**config.mk**
```make
export PLATFORM = sky130hd
export DESIGN_NAME = mdu_iterative_flat
export DESIGN_NICKNAME = d
export VERILOG_FILES = /design/src/rtl/mdu_iterative_if.sv /design/src/rtl/mdu_iterative.sv /design/src/flat_wrapper.sv
export SDC_FILE = /design/constraint.sdc
export NUM_CORES = 1
export LEC_CHECK = 0
export CORE_UTILIZATION = 27
export CTS_CLUSTER_DIAMETER = 200
export CTS_CLUSTER_SIZE = 24
export DETAILED_ROUTE_END_ITERATION = 16
export PLACE_DENSITY = 0.54
export SLEW_MARGIN = 20
export SYNTH_ARGS = -nofsm -noshare
export SYNTH_HDL_FRONTEND = slang
export SYNTH_SLANG_ARGS = --single-unit
```
**constraint.sdc**
```tcl
create_clock -name i_clk -period 13.8 [get_ports i_clk]
set_input_delay 1.38 -clock i_clk [delete_from_list [all_inputs] [get_ports i_clk]]
set_output_delay 1.38 -clock i_clk [all_outputs]
set_load 0.02 [all_outputs]
```
**src/rtl/mdu_iterative_if.sv**
```systemverilog
// mdu_iterative_if: issue/result bundle of the RV32M multiply/divide unit.
// master drives the request side, slave is the unit itself.
interface mdu_iterative_if #(
  parameter int XLEN = 32
);
  logic            i_start;
  logic [2:0]      i_funct3;
  logic [XLEN-1:0] i_rs1_data;
  logic [XLEN-1:0] i_rs2_data;
  logic [4:0]      i_rd_addr;
  logic            i_flush;
  logic            o_busy;
  logic            o_done;
  logic [XLEN-1:0] o_result;
  logic [4:0]      o_rd_addr;
  logic            o_rd_wren;

  modport master (
    output i_start, i_funct3,
    output i_rs1_data, i_rs2_data,
    output i_rd_addr, i_flush,
    input  o_busy, o_done,
    input  o_result, o_rd_addr,
    input  o_rd_wren
  );

  modport slave (
    input  i_start, i_funct3,
    input  i_rs1_data, i_rs2_data,
    input  i_rd_addr, i_flush,
    output o_busy, o_done,
    output o_result, o_rd_addr,
    output o_rd_wren
  );
endinterface

```
**src/rtl/mdu_iterative.sv**
```systemverilog
// mdu_iterative: multi-cycle RV32M multiply/divide unit.
// Define MDU_FAST_MUL_EN for single-cycle multiplies.
module mdu_iterative #(
  parameter int XLEN  = 32,
  parameter int CNT_W = 6
) (
  input logic            i_clk,
  input logic            i_rst,
  mdu_iterative_if.slave bus
);
  typedef enum logic [1:0] {
    IDLE, CALC, FIX, DONE
  } state_t;

  localparam logic [XLEN-1:0] MIN_NEG =
    {1'b1, {(XLEN-1){1'b0}}};
  localparam logic [XLEN-1:0] ONES = '1;
  localparam logic [CNT_W-1:0] LAST =
    CNT_W'(XLEN-1);

  state_t            state;
  logic [CNT_W-1:0]  cnt;
  logic [2:0]        f3;
  logic [4:0]        rd;
  logic [XLEN-1:0]   op_a;
  logic [XLEN-1:0]   op_b;
  logic [2*XLEN-1:0] acc;
  logic              neg;
  logic              busy;
  logic              done;
  logic [XLEN-1:0]   result;
  logic [4:0]        rd_out;

  logic [2:0]      f_in;
  logic [XLEN-1:0] rs1;
  logic [XLEN-1:0] rs2;
  logic            sa;
  logic            sb;
  logic            neg_in;
  logic            div0;
  logic            ovf;
  logic [XLEN-1:0] abs_a;
  logic [XLEN-1:0] abs_b;
  logic [XLEN-1:0] cap_a;
  logic [XLEN-1:0] cap_b;
  logic [XLEN-1:0] spec_res;

  assign f_in = bus.i_funct3;
  assign rs1  = bus.i_rs1_data;
  assign rs2  = bus.i_rs2_data;

  // MULH/DIV/REM sign both operands, MULHSU only rs1
  assign sa = rs1[XLEN-1] &
    (f_in == 3'd1 || f_in == 3'd2 ||
     f_in == 3'd4 || f_in == 3'd6);
  assign sb = rs2[XLEN-1] &
    (f_in == 3'd1 || f_in == 3'd4 ||
     f_in == 3'd6);

  assign abs_a = sa ? -rs1 : rs1;
  assign abs_b = sb ? -rs2 : rs2;

  // remainder follows the dividend only
  assign neg_in = (f_in[2] & f_in[1]) ?
    sa : (sa ^ sb);

  assign div0 = f_in[2] & (rs2 == '0);
  assign ovf  = f_in[2] & ~f_in[0] &
    (rs1 == MIN_NEG) & (rs2 == ONES);

  assign spec_res = div0 ?
    (f_in[1] ? rs1 : ONES) :
    (f_in[1] ? '0 : MIN_NEG);

  logic [XLEN:0]     mul_sum;
  logic [XLEN:0]     div_diff;
  logic [2*XLEN-1:0] mul_next;
  logic [2*XLEN-1:0] div_next;
  logic [2*XLEN-1:0] mul_full;
  logic [XLEN-1:0]   quo;
  logic [XLEN-1:0]   rem;
  logic [XLEN-1:0]   fix_res;

  // shift-add: multiplier sits in the low half
  assign mul_sum =
    {1'b0, acc[2*XLEN-1:XLEN]} + {1'b0, op_a};
  assign mul_next = acc[0] ?
    {mul_sum, acc[XLEN-1:1]} :
    {1'b0, acc[2*XLEN-1:XLEN], acc[XLEN-1:1]};

  // restoring divide: remainder high, quotient low
  assign div_diff =
    acc[2*XLEN-1:XLEN-1] - {1'b0, op_b};
  assign div_next = div_diff[XLEN] ?
    {acc[2*XLEN-2:0], 1'b0} :
    {div_diff[XLEN-1:0], acc[XLEN-2:0], 1'b1};

  assign mul_full = neg ? -acc : acc;
  assign quo = neg ?
    -acc[XLEN-1:0] : acc[XLEN-1:0];
  assign rem = neg ?
    -acc[2*XLEN-1:XLEN] : acc[2*XLEN-1:XLEN];

  assign fix_res = f3[2] ?
    (f3[1] ? rem : quo) :
    ((f3 == 3'd0) ?
      mul_full[XLEN-1:0] :
      mul_full[2*XLEN-1:XLEN]);

  logic            fast_mul;
  logic [XLEN-1:0] fast_res;

`ifdef MDU_FAST_MUL_EN
  logic                     a_sx;
  logic                     b_sx;
  logic signed [2*XLEN+1:0] prod;

  // multiplies keep raw operands plus a 33rd sign bit
  assign cap_a = f_in[2] ? abs_a : rs1;
  assign cap_b = f_in[2] ? abs_b : rs2;
  assign prod =
    $signed({{(XLEN+1){a_sx}}, a_sx, op_a}) *
    $signed({{(XLEN+1){b_sx}}, b_sx, op_b});
  assign fast_mul = ~f3[2];
  assign fast_res = (f3 == 3'd0) ?
    prod[XLEN-1:0] : prod[2*XLEN-1:XLEN];

  // sign-extension bits for the 33x33 product
  always_ff @(posedge i_clk or posedge i_rst) begin
    if (i_rst) begin
      a_sx <= 1'b0;
      b_sx <= 1'b0;
    end else if (state == IDLE &&
                 bus.i_start && !bus.i_flush) begin
      a_sx <= sa;
      b_sx <= sb;
    end
  end
`else
  assign cap_a    = abs_a;
  assign cap_b    = abs_b;
  assign fast_mul = 1'b0;
  assign fast_res = '0;
`endif

  // control FSM with datapath and registered outputs
  always_ff @(posedge i_clk or posedge i_rst) begin
    if (i_rst) begin
      state  <= IDLE;
      cnt    <= '0;
      f3     <= '0;
      rd     <= '0;
      op_a   <= '0;
      op_b   <= '0;
      acc    <= '0;
      neg    <= 1'b0;
      busy   <= 1'b0;
      done   <= 1'b0;
      result <= '0;
      rd_out <= '0;
    end else if (bus.i_flush) begin
      state <= IDLE;
      cnt   <= '0;
      busy  <= 1'b0;
      done  <= 1'b0;
    end else begin
      done <= 1'b0;
      unique case (state)
        IDLE: begin
          if (bus.i_start) begin
            f3   <= f_in;
            rd   <= bus.i_rd_addr;
            op_a <= cap_a;
            op_b <= cap_b;
            acc  <= f_in[2] ?
              {{XLEN{1'b0}}, abs_a} :
              {{XLEN{1'b0}}, abs_b};
            neg  <= neg_in;
            cnt  <= '0;
            busy <= 1'b1;
            if (div0 || ovf) begin
              result <= spec_res;
              rd_out <= bus.i_rd_addr;
              done   <= 1'b1;
              state  <= DONE;
            end else begin
              state <= CALC;
            end
          end
        end
        CALC: begin
          if (fast_mul) begin
            result <= fast_res;
            rd_out <= rd;
            done   <= 1'b1;
            state  <= DONE;
          end else begin
            acc <= f3[2] ? div_next : mul_next;
            cnt <= cnt + CNT_W'(1);
            if (cnt == LAST) state <= FIX;
          end
        end
        FIX: begin
          result <= fix_res;
          rd_out <= rd;
          done   <= 1'b1;
          state  <= DONE;
        end
        DONE: begin
          busy  <= 1'b0;
          state <= IDLE;
        end
      endcase
    end
  end

  assign bus.o_busy    = busy;
  assign bus.o_done    = done;
  assign bus.o_result  = result;
  assign bus.o_rd_addr = rd_out;
  assign bus.o_rd_wren = done & (rd_out != 5'd0);

endmodule

```
**src/flat_wrapper.sv**
```systemverilog
// flat-port wrapper written by rule: the top's interface ports become plain ports
module mdu_iterative_flat 
#(
  parameter int XLEN  = 32,
  parameter int CNT_W = 6
)
  (i_clk, i_rst, bus_i_start, bus_i_funct3, bus_i_rs1_data, bus_i_rs2_data, bus_i_rd_addr, bus_i_flush, bus_o_busy, bus_o_done, bus_o_result, bus_o_rd_addr, bus_o_rd_wren);
  mdu_iterative_if #(.XLEN(XLEN)) bus_i ();
  input logic i_clk;
  input logic i_rst;
  input wire logic [$bits(bus_i.i_start)-1:0] bus_i_start;
  input wire logic [$bits(bus_i.i_funct3)-1:0] bus_i_funct3;
  input wire logic [$bits(bus_i.i_rs1_data)-1:0] bus_i_rs1_data;
  input wire logic [$bits(bus_i.i_rs2_data)-1:0] bus_i_rs2_data;
  input wire logic [$bits(bus_i.i_rd_addr)-1:0] bus_i_rd_addr;
  input wire logic [$bits(bus_i.i_flush)-1:0] bus_i_flush;
  output wire logic [$bits(bus_i.o_busy)-1:0] bus_o_busy;
  output wire logic [$bits(bus_i.o_done)-1:0] bus_o_done;
  output wire logic [$bits(bus_i.o_result)-1:0] bus_o_result;
  output wire logic [$bits(bus_i.o_rd_addr)-1:0] bus_o_rd_addr;
  output wire logic [$bits(bus_i.o_rd_wren)-1:0] bus_o_rd_wren;
  assign bus_i.i_start = bus_i_start;
  assign bus_i.i_funct3 = bus_i_funct3;
  assign bus_i.i_rs1_data = bus_i_rs1_data;
  assign bus_i.i_rs2_data = bus_i_rs2_data;
  assign bus_i.i_rd_addr = bus_i_rd_addr;
  assign bus_i.i_flush = bus_i_flush;
  assign bus_o_busy = bus_i.o_busy;
  assign bus_o_done = bus_i.o_done;
  assign bus_o_result = bus_i.o_result;
  assign bus_o_rd_addr = bus_i.o_rd_addr;
  assign bus_o_rd_wren = bus_i.o_rd_wren;
  mdu_iterative #(.XLEN(XLEN), .CNT_W(CNT_W)) u_core (.i_clk(i_clk), .i_rst(i_rst), .bus(bus_i));
endmodule
```
==> run summary <==
* Clock H-tree levels: 4
* static leakage: 7.719 nW
* clock slew at the register clock pins of the worst setup and hold paths: 80 ps
* clock sink total: 184
* Cells after DPL: 2980
* top_reg_cell synth: sky130_fd_sc_hd__dfrtp_1
* portion of total power attributed to the clock network: 0.114
* required time of the worst setup path: 14150 ps
* antenna viol nets, final: 0
* Syn Nets: 2303
* final-layout setup total negative slack: 0 ps
* fraction of synthesized cell area taken by the top area cell type: 0.2736
* Internal Pwr Total: 0.002130 W
* layout cells sized above 1: 0.05287
* number of nets in the final layout: 2314
* CTS Root Cell: sky130_fd_sc_hd__clkbuf_16
* number of distinct library cells after synthesis: 88
* maximum number of pins on one net before global-route repair: 123
* area of all placed cells without fillers: 19240 um2
* global-route wire length before repair: 107500 um
* highest net fanout along the worst path: 41
* I/O pin cnt: 116
* maximum achievable frequency: 0.2057 GHz
* net switching component of the power: 0.002529 W
* ordered cell list for the critical path: inv_1, fa_1, nand2b_1, a21oi_1, o211ai_1, a31o_2, or4_1, a31o_2, buf_4, mux2_2, a222oi_1, o21ai_0
* cells resized by post-CTS repair: 0
* sequential fraction of design power: 0.238
* Area after DPL: 18620 um2
* worst path bufs/invs: 2
* DRC viols: 0
* launching element type of the critical path: flop
* initial antenna violation count: 1
* number of setup buffers added after CTS: 0
* GP Congestion: 1.015
* cell type contributing the most total cell area after synthesis: sky130_fd_sc_hd__dfrtp_1
* post-synthesis instance area: 16830 um2
* y dimension of the die: 251.7 um
* Core Box Area: 61600 um2
* row count: 91
* Post-Route Hold Slack: 475.5 ps
* slowest CP cell: sky130_fd_sc_hd__dfrtp_1
* combinational share of power: 0.648
* clock latency of the later-clocked register in the worst-skew pair: 480 ps
* count of maximum capacitance violations: 0
* total setup violations reported at the end of the flow: 0
* ratio of final minimum period to clock period: 0.3523
* slew at the pin with the worst max-slew slack: 1120 ps
* Vias/cell: 5.671
* via count of the first global-routing pass: 15960
* number of buffers added to fix hold violations after cts: 0
* first-pass iteration count of the detailed router: 6
* Max-Slew Margin vs Limit: 0.2465
* horizontal extent of the die: 251.7 um
* biggest area contributors in the synthesized netlist: sky130_fd_sc_hd__dfrtp_1 27%, sky130_fd_sc_hd__o21ai_0 7.2%, sky130_fd_sc_hd__nand2_1 6.2%
* Port-buffer cells: 115
* kind of cell adding the most delay to the critical path: compound AO/OA/AOI/OAI gates
* setup repair after global routing missed its margin: no
* mean post-synth cell area: 7.824 um2
* via count: 17080
* Iter 0 DRT Violations: 1687
* gate count after technology mapping: 2151
* type of destination of the critical path: flop
* share of flip-flops with an asynchronous set or reset: 1.000
* HPWL after detailed placement: 56750 um
* class of the worst hold path: reg -> reg
* VDD IR max: 0.1736 mV
* number of flops mapped to enable cells by yosys: 0
* total wire length after detailed routing: 72760 um
* routed length per placed instance: 24.16 um
* die area: 63340 um2
* aggregate global-route resource usage: 0.2274
* total clock buffers created by CTS: 17
* #FFs+latches synth: 184
* Tmin final: 4862 ps
* residual overflow from global routing: 0
* Non-Filler Instances: 3012
* share of synthesized area occupied by flip-flops and latches: 0.2736
* biggest cell delay along the critical path: 870 ps
* Setup Skew: 13.69 ps
* warnings from Yosys: 0
* switching power share of the total: 0.5428
* total power after layout: 0.004658 W
* final hold viol count: 0
* layout overhead on the synthesized area: 14.33%
* number of pins with negative max-slew slack in the final report: 0
* status: complete, no violations
* cell area power density: 242.1 nW/um2
* CTS tree: built
* Crit Path Class: reg -> reg
* initial core utilization: 0.2732
* antenna cells: 0
* maximum root-to-sink buffer count: 2
* most repeated library cell on the critical path: sky130_fd_sc_hd__a31o_2
* Arrival @ worst endpoint: 5210 ps
==> kinds of logic after synthesis <==
| kind of cell | Yosys count | synth area share |
|---|---|---|
| buf+inv | 226 | 0.05472 |
| fa+ha+maj | 76 | 0.05739 |
| xor+xnor | 172 | 0.08951 |
| mux | 107 | 0.06631 |
| simple gates | 679 | 0.1938 |
| flops | 184 | 0.2736 |
| compound gates | 707 | 0.2647 |
==> cell usage in the layout (no fill, tap or decap), drive strengths merged, types with 8 or more instances in the layout <==
cell type | Yosys | final
a211oi | 24 | 24
a21o | 27 | 27
a21oi | 164 | 164
a31oi | 27 | 27
and2 | 15 | 15
and3 | 9 | 9
buf | 29 | 28
clkbuf | 122 | 17
clkdlybuf4s50 | 0 | 115
clkinv | 0 | 8
dfrtp | 184 | 184
ha | 74 | 74
inv | 75 | 81
mux2i | 98 | 98
nand2 | 281 | 281
nand2b | 23 | 23
nand3 | 41 | 41
nand4 | 22 | 22
nor2 | 155 | 155
nor2b | 16 | 16
nor3 | 34 | 34
nor4 | 25 | 25
o21a | 17 | 17
o21ai | 251 | 251
o21bai | 8 | 8
o221ai | 23 | 23
o22ai | 8 | 8
o311ai | 8 | 8
o31a | 8 | 8
o31ai | 42 | 42
o41ai | 22 | 22
or2 | 10 | 10
or3 | 10 | 10
or4 | 18 | 18
xnor2 | 94 | 94
xor2 | 78 | 78
==> synth_stat cells (all sizes together), types with 7 or more instances <==
master,count
a211oi,24
nor2b,16
mux2i,98
nand2,281
or3,10
o21bai,8
nor2,155
and3,9
o221ai,23
o211ai,7
a31oi,27
buf,29
o31a,8
inv,75
o22ai,8
nand2b,23
nand4,22
a221oi,7
a21oi,164
o21ai,251
dfrtp,184
or2,10
a21o,27
nor4,25
or4,18
xnor2,94
nor3,34
o21a,17
clkbuf,122
o311ai,8
o41ai,22
and2,15
nand3,41
o31ai,42
xor2,78
ha,74
a22oi,7
==> stage by stage <==
step,worst slack (ps),utilization
global route,8723,0.3124
detailed placement,8555,0.3023
global placement,8394,0.3022
finish,8938,0.3124
floorplan,7420,-
CTS,8988,0.3124
==> cell type report <==
cell class | count | area, um2
fillers | 6567 | 42360
multi-input cells | 1741 | 11320
flip-flops and latches | 184 | 4607
repair buffers | 143 | 1361
well taps | 837 | 1047
clock buffers | 17 | 425.4
inverters | 75 | 289.0
clock inverters | 15 | 195.2
==> power groups by stage <==
| stage | Clock [W] | Combinational (W) | Sequential [W] |
|---|---|---|---|
| after floorplan | 0 | 0.00219 | 0.000935 |
| after global placement | 0 | 0.00294 | 0.00110 |
| after detailed placement | 0 | 0.00296 | 0.00111 |
| after CTS | 0.000537 | 0.00298 | 0.00110 |
| after global routing | 0.000550 | 0.00328 | 0.00113 |
| final | 0.000529 | 0.00302 | 0.00111 |
==> final timing paths <==
kind                                          from                 endpoint  slack [ps]  cells after the start
max                                 u_core.acc[32]           u_core.acc[62]        8940                     12
min                        u_core.bus.o_result[17]  u_core.bus.o_result[17]         480                      2
max reg2reg                         u_core.acc[32]           u_core.acc[62]        8940                     12
min reg2reg                u_core.bus.o_result[17]  u_core.bus.o_result[17]         480                      2
max in group asynchronous                    i_rst   u_core.bus.o_result[2]       10810                      3
min in group asynchronous                    i_rst           u_core.op_b[7]        1450                      2
==> state kept, by name, summed over array words and instances, names as in the netlist <==
register / count
u_core.f3: 3
u_core.neg: 1
u_core.rd: 5
u_core.cnt: 6
u_core.bus.o_rd_addr: 5
u_core.state: 2
u_core.acc: 64
u_core.bus.o_result: 32
u_core.op_a: 32
u_core.bus.o_busy: 1
u_core.bus.o_done: 1
u_core.op_b: 32
==> tightest hold or removal path, cell delays in order, from the launching register on <==
cell	delay, ps
sky130_fd_sc_hd__dfrtp_1	350
sky130_fd_sc_hd__nand2_1	50
sky130_fd_sc_hd__nand2_1	50
==> per-layer routing <==
| metal | GRT usage | part of all wire |
|---|---|---|
| met5 | 0 | 0 |
| met2 | 0.3590 | 0.45 |
| met3 | 0.02651 | 0.058 |
| met4 | 0.09216 | 0.039 |
| met1 | 0.3139 | 0.45 |
(Power assumes the default switching activity.)
